$ cat src/rtl/complex_mult_pkg.sv
// Shared types and helpers for the complex multiplier datapath.
// The transmit stage uses the state enum and the per-product word count.
package complex_mult_pkg;

  typedef enum logic [2:0] {
    IDLE,
    SETUP,
    REQ_HI,
    REQ_LO,
    DONE
  } tx_state_t;

  // Number of host-bus words needed to carry one {im, re} product.
  function automatic int tx_word_count(input int result_w, input int data_w);
    return (2 * result_w) / data_w;
  endfunction

endpackage

$ cat src/rtl/result_tx_if.sv
// Product-in / host-word-out signal bundle for the result transmit stage.
// The slave side is the transmitter; the master side feeds it and plays the host.
interface result_tx_if #(
  parameter int DATA_W   = 8,
  parameter int RESULT_W = 16
);
  logic                load;
  logic [RESULT_W-1:0] result_re;
  logic [RESULT_W-1:0] result_im;
  logic                ack;
  logic [DATA_W-1:0]   data_out;
  logic                req;
  logic                busy;
  logic                done;

  modport master (
    output load, result_re, result_im, ack,
    input  data_out, req, busy, done
  );

  modport slave (
    input  load, result_re, result_im, ack,
    output data_out, req, busy, done
  );
endinterface

$ cat src/rtl/result_tx_word_shifter.sv
// Capture register for one product, split into DATA_W lanes.
// Parallel load on capture; shifts one lane toward the output on next.
module word_shifter
  import complex_mult_pkg::*;
#(
  parameter int DATA_W   = 8,
  parameter int RESULT_W = 16
) (
  input  logic                  clk,
  input  logic                  reset_n,
  input  logic                  capture,
  input  logic                  next,
  input  logic [2*RESULT_W-1:0] load_data,
  output logic [DATA_W-1:0]     word_out
);

  localparam int WORDS = tx_word_count(RESULT_W, DATA_W);

  genvar gi;
  generate
    for (gi = 0; gi < WORDS; gi++) begin : g_lane
      logic [DATA_W-1:0] lane_q;
      logic [DATA_W-1:0] lane_d;
      logic [DATA_W-1:0] shift_in;

      // The top lane backfills with zeros as words drain out.
      if (gi == WORDS - 1) begin : g_top
        assign shift_in = '0;
      end else begin : g_mid
        assign shift_in = g_lane[gi+1].lane_q;
      end

      always_comb begin
        lane_d = lane_q;
        if (capture) begin
          lane_d = load_data[gi*DATA_W +: DATA_W];
        end else if (next) begin
          lane_d = shift_in;
        end
      end

      always_ff @(posedge clk) begin
        if (!reset_n) begin
          lane_q <= '0;
        end else begin
          lane_q <= lane_d;
        end
      end
    end
  endgenerate

  assign word_out = g_lane[0].lane_q;

endmodule

$ cat src/rtl/result_tx.sv
// Sends one captured complex product to the host, LS word first,
// one word per 4-phase req/ack handshake, then pulses done.
module result_tx
  import complex_mult_pkg::*;
#(
  parameter int DATA_W   = 8,
  parameter int RESULT_W = 16
) (
  input logic         clk,
  input logic         reset_n,
  result_tx_if.slave  bus
);

  localparam int WORDS = tx_word_count(RESULT_W, DATA_W);
  localparam int CNT_W = (WORDS > 1) ? $clog2(WORDS) : 1;
  localparam logic [CNT_W-1:0] LAST_WORD = CNT_W'(WORDS - 1);

  generate
    if (RESULT_W % DATA_W != 0) begin : g_bad_width
      $error("result_tx: RESULT_W must be an integer multiple of DATA_W");
    end
  endgenerate

  tx_state_t        state_q, state_d;
  logic [CNT_W-1:0] count_q, count_d;
  logic             req_q, req_d;
  logic             capture;
  logic             next;

  word_shifter #(
    .DATA_W   (DATA_W),
    .RESULT_W (RESULT_W)
  ) u_shifter (
    .clk       (clk),
    .reset_n   (reset_n),
    .capture   (capture),
    .next      (next),
    .load_data ({bus.result_im, bus.result_re}),
    .word_out  (bus.data_out)
  );

  always_comb begin
    state_d = state_q;
    count_d = count_q;
    req_d   = req_q;
    capture = 1'b0;
    next    = 1'b0;
    unique case (state_q)
      IDLE: begin
        req_d = 1'b0;
        if (bus.load) begin
          capture = 1'b1;
          count_d = '0;
          state_d = SETUP;
        end
      end
      // A host still holding ack from the previous word must release it first.
      SETUP: begin
        if (!bus.ack) begin
          req_d   = 1'b1;
          state_d = REQ_HI;
        end
      end
      REQ_HI: begin
        if (bus.ack) begin
          req_d   = 1'b0;
          state_d = REQ_LO;
        end
      end
      REQ_LO: begin
        if (!bus.ack) begin
          if (count_q == LAST_WORD) begin
            state_d = DONE;
          end else begin
            count_d = count_q + 1'b1;
            next    = 1'b1;
            state_d = SETUP;
          end
        end
      end
      DONE: begin
        state_d = IDLE;
      end
      default: begin
        req_d   = 1'b0;
        state_d = IDLE;
      end
    endcase
  end

  always_ff @(posedge clk) begin
    if (!reset_n) begin
      state_q <= IDLE;
      count_q <= '0;
      req_q   <= 1'b0;
    end else begin
      state_q <= state_d;
      count_q <= count_d;
      req_q   <= req_d;
    end
  end

  assign bus.req  = req_q;
  assign bus.busy = (state_q != IDLE);
  assign bus.done = (state_q == DONE);

endmodule
$ cat src/flat_wrapper.sv
// flat-port wrapper written by rule: the top's interface ports become plain ports
module result_tx_flat import complex_mult_pkg::*;
#(
  parameter int DATA_W   = 8,
  parameter int RESULT_W = 16
)
  (clk, reset_n, bus_load, bus_result_re, bus_result_im, bus_ack, bus_data_out, bus_req, bus_busy, bus_done);
  result_tx_if #(.DATA_W(DATA_W), .RESULT_W(RESULT_W)) bus_i ();
  input logic clk;
  input logic reset_n;
  input wire logic [$bits(bus_i.load)-1:0] bus_load;
  input wire logic [$bits(bus_i.result_re)-1:0] bus_result_re;
  input wire logic [$bits(bus_i.result_im)-1:0] bus_result_im;
  input wire logic [$bits(bus_i.ack)-1:0] bus_ack;
  output wire logic [$bits(bus_i.data_out)-1:0] bus_data_out;
  output wire logic [$bits(bus_i.req)-1:0] bus_req;
  output wire logic [$bits(bus_i.busy)-1:0] bus_busy;
  output wire logic [$bits(bus_i.done)-1:0] bus_done;
  assign bus_i.load = bus_load;
  assign bus_i.result_re = bus_result_re;
  assign bus_i.result_im = bus_result_im;
  assign bus_i.ack = bus_ack;
  assign bus_data_out = bus_i.data_out;
  assign bus_req = bus_i.req;
  assign bus_busy = bus_i.busy;
  assign bus_done = bus_i.done;
  result_tx #(.DATA_W(DATA_W), .RESULT_W(RESULT_W)) u_core (.clk(clk), .reset_n(reset_n), .bus(bus_i));
endmodule
$ cat config.mk
export PLATFORM = sky130hd
export DESIGN_NAME = result_tx_flat
export DESIGN_NICKNAME = d
export VERILOG_FILES = /design/src/rtl/complex_mult_pkg.sv /design/src/rtl/result_tx_if.sv /design/src/rtl/result_tx_word_shifter.sv /design/src/rtl/result_tx.sv /design/src/flat_wrapper.sv
export SDC_FILE = /design/constraint.sdc
export NUM_CORES = 1
export LEC_CHECK = 0
export BUFFER_PORTS_ARGS = -buffer_cell sky130_fd_sc_hd__clkbuf_2
export CAP_MARGIN = 15
export CORE_UTILIZATION = 45
export DETAILED_ROUTE_END_ITERATION = 10
export GPL_TIMING_DRIVEN = 0
export PLACE_DENSITY = 0.69
export RECOVER_POWER = 25
export SKIP_LAST_GASP = 1
export SYNTH_ARGS = -nofsm -noshare
export SYNTH_HDL_FRONTEND = slang
export SYNTH_SLANG_ARGS = --single-unit
$ cat constraint.sdc
create_clock -name clk -period 3.9 [get_ports clk]
set_clock_uncertainty 0.2 [all_clocks]
set_input_delay 0.39 -clock clk [delete_from_list [all_inputs] [get_ports clk]]
set_output_delay 0.39 -clock clk [all_outputs]
set_load 0.03 [all_outputs]
==> results_dict.tcl <==
set metrics [dict create \
    synth.cell_area_mm2 0.00201 \
    final_net_count 298 \
    tightest_slew_ps 521 \
    fin_crit_sh_pct 57.2 \
    ir_drop_v 0.000218 \
    status "finished clean" \
    grt_max_degree 12 \
    slew_viol_final 0 \
    vias 1704 \
    synth_top_family_by_area "compound AO/OA/AOI/OAI gates" \
    fin_setup_tns_ps 0 \
    grt_usage_pct 21.6 \
    dp_hpwl_mm 3.23 \
    fmax_mhz 448 \
    yosysUniqueCellTypes 30 \
    startpoint_type "flip-flop" \
    critPathCaptureType "primary output" \
    overflow 0 \
    wl_per_cell_um 14.9 \
    hold_depth 3 \
    mostFrequentLayoutCells "dfxtp_1 (38), clkbuf_2 (36), nand2b_1 (26)" \
    layout_commonest_cell "dfxtp_1" \
    synth.largest_area_cell "dfxtp_1" \
    synth-simple-area-share_pct 18.0 \
    syn_inst 209 \
    avgSynthCellArea_um2 9.60 \
    drc 0 \
    ios 47 \
    yosys.area_share.xor_xnor_pct 0.436 \
    cts_resized 0 \
    synth_compound_area_share_pct 24.6 \
    viasPerCell 5.46 \
    dieArea_mm2 0.00473 \
    fillers 423 \
    die_w_um 68.8 \
    rsz0062_at_grt "false" \
    ys_ff_latch 38 \
    r2r_slack_ps 1880 \
    post-cts-setup-buffer-count 0 \
    antenna_found_initial 0 \
    regArea_um2 761 \
    hold_buffers 0 \
    yosysSeqAreaShare_pct 37.9 \
    die_h_um 68.8 \
    synthAdderAreaFrac_pct 0.623 \
    critPathKind "flip-flop to primary output" \
    routed_wl_mm 4.66 \
    insertion_delay_ps 300 \
    synthToLayoutAreaGrowth_pct 18.3 \
    core_area_mm2 0.00414 \
    htreeDepth 2 \
    layout-drive-gt1-share_pct 28.6 \
    cts.sinks 38 \
    setup_slack_ps 1670 \
    muxShareOfSynthArea_pct 12.0 \
    yosysTopAreaCellShare_pct 37.9 \
    multi_input_area_mm2 0.00112 \
    dp_slack_ps 1930 \
    first_global_vias 1574 \
    maxCapViolCount 0 \
    grt_first_pass_wirelength_mm 7.38 \
    yosys_warnings 0 \
    hold_class "primary input to flip-flop" \
    insertedDiodeCount 0 \
    first_iter_violations 78 \
    rows 23 \
    cts_made_buffers 5 \
    cts_tree "built" \
    crit_arrival_ps 1640 \
    cp_max_fo 10 \
    async_flop_share_pct 0 \
    initial_core_util_pct 48.4 \
    critPathRequiredTime_ps 3310 \
    synth_nets 246 \
    io_buffers 45 \
    clock_path_buffers 2 \
    synth.area.top_cells "dfxtp_1 (38%), mux2i_1 (12%), o311ai_0 (9.2%)" \
    ff2ff_path_depth 5 \
    routabilityCongestion 0.747 \
    setup_violations 0 \
    maxSlewHeadroom_pct 65.1 \
    clockRootBuffer "clkbuf_8" \
    synth_edf_count 0 \
    firstDrtPassIters 4 \
    fin_crit_ps 2230 \
    power.density_mw_per_mm2 413 \
    cts.reportedPaths.clkPinSlew_ps 80 \
    ant_nets 0 \
    power_leakage_nw 0.876 \
    finalHoldViolCount 0 \
    synth_ff_type "dfxtp_1" \
]
-- Yosys cell counts, types with 2 or more instances --
master    number
dfxtp_1       38
o21ai_0       10
mux2i_1       24
o22ai_1        2
clkbuf_1      11
buf_6          4
nor2b_1        3
nand2b_1      26
o311ai_0      21
nand3_1        8
nand2_1       13
a21oi_1        6
a21oi_2       20
o311ai_1       3
or3_1          2
buf_4          4
-- registers in the layout, indices dropped and copies added, names as in the netlist --
register / flops
u_core.bus.req: 1
u_core.count_q: 2
u_core.state_q: 3
u_core.u_shifter.g_lane.shift_in: 24
u_core.u_shifter.word_out: 8
-- stage by stage --
stage / area, µm² / std cells / total power, mW / hold WS, ps / util, %
floorplan: 2010 / 209 / 0.641 / 228 / -
global placement: 2290 / 304 / 0.703 / 245 / 55.4
detailed placement: 2290 / 304 / 0.706 / 254 / 55.4
CTS: 2390 / 312 / 0.989 / 98.8 / 57.6
global route: 2370 / 312 / 1.03 / 118 / 57.3
finish: 2370 / 312 / 0.981 / 100 / 57.3
-- critical path, stage by stage (launching register included) --
cell and delay [ps]:
dfxtp_1 420, clkbuf_1 360, nor3b_1 300, clkbuf_2 260
-- per-layer routing --
layer | vias to the layer above | global-route usage (%) | part of all wire [%]
li1 | 875 | - | -
met1 | 782 | 27.0 | 47
met2 | 40 | 35.8 | 47
met3 | 7 | 6.25 | 4.6
met4 | 0 | 6.89 | 1.0
met5 | - | 0 | 0
-- path summary, 6_finish.rpt --
path,startpoint,endpoint
setup / recovery,u_core.state_q[2],bus_done
hold / removal,bus_result_im[10],u_core.u_shifter.g_lane[2].shift_in[2]
setup reg to reg,u_core.count_q[0],u_core.u_shifter.word_out[1]
hold reg to reg,u_core.u_shifter.g_lane[2].shift_in[2],u_core.u_shifter.g_lane[2].shift_in[2]
-- cells by family (layout without fill, tap and decap cells) --
| group | after synthesis | in the layout |
|---|---|---|
| and+or+nand+nor | 59 | 59 |
| muxes | 24 | 24 |
| DFF | 38 | 38 |
| AOI/OAI and AO/OA | 64 | 64 |
| adders and majority gates | 1 | 1 |
| buffers and inverters | 22 | 75 |
| xor gates and xnor gates | 1 | 1 |
-- area by class of cell --
class | count | area share, %
inverters | 1 | 0.158
plain buffers | 21 | 5.27
flip-flops and latches | 38 | 32.0
multi-input cells | 149 | 47.0
well taps | 50 | 2.63
clock inverters | 1 | 0.211
clock buffers | 7 | 3.64
repair buffers | 45 | 9.01
-- where the power goes --
group          switching, mW  internal, mW
registers             0.0235         0.428
logic                  0.140         0.103
clock network          0.144         0.143
Note: power is estimated with default switching activity, not from simulation.
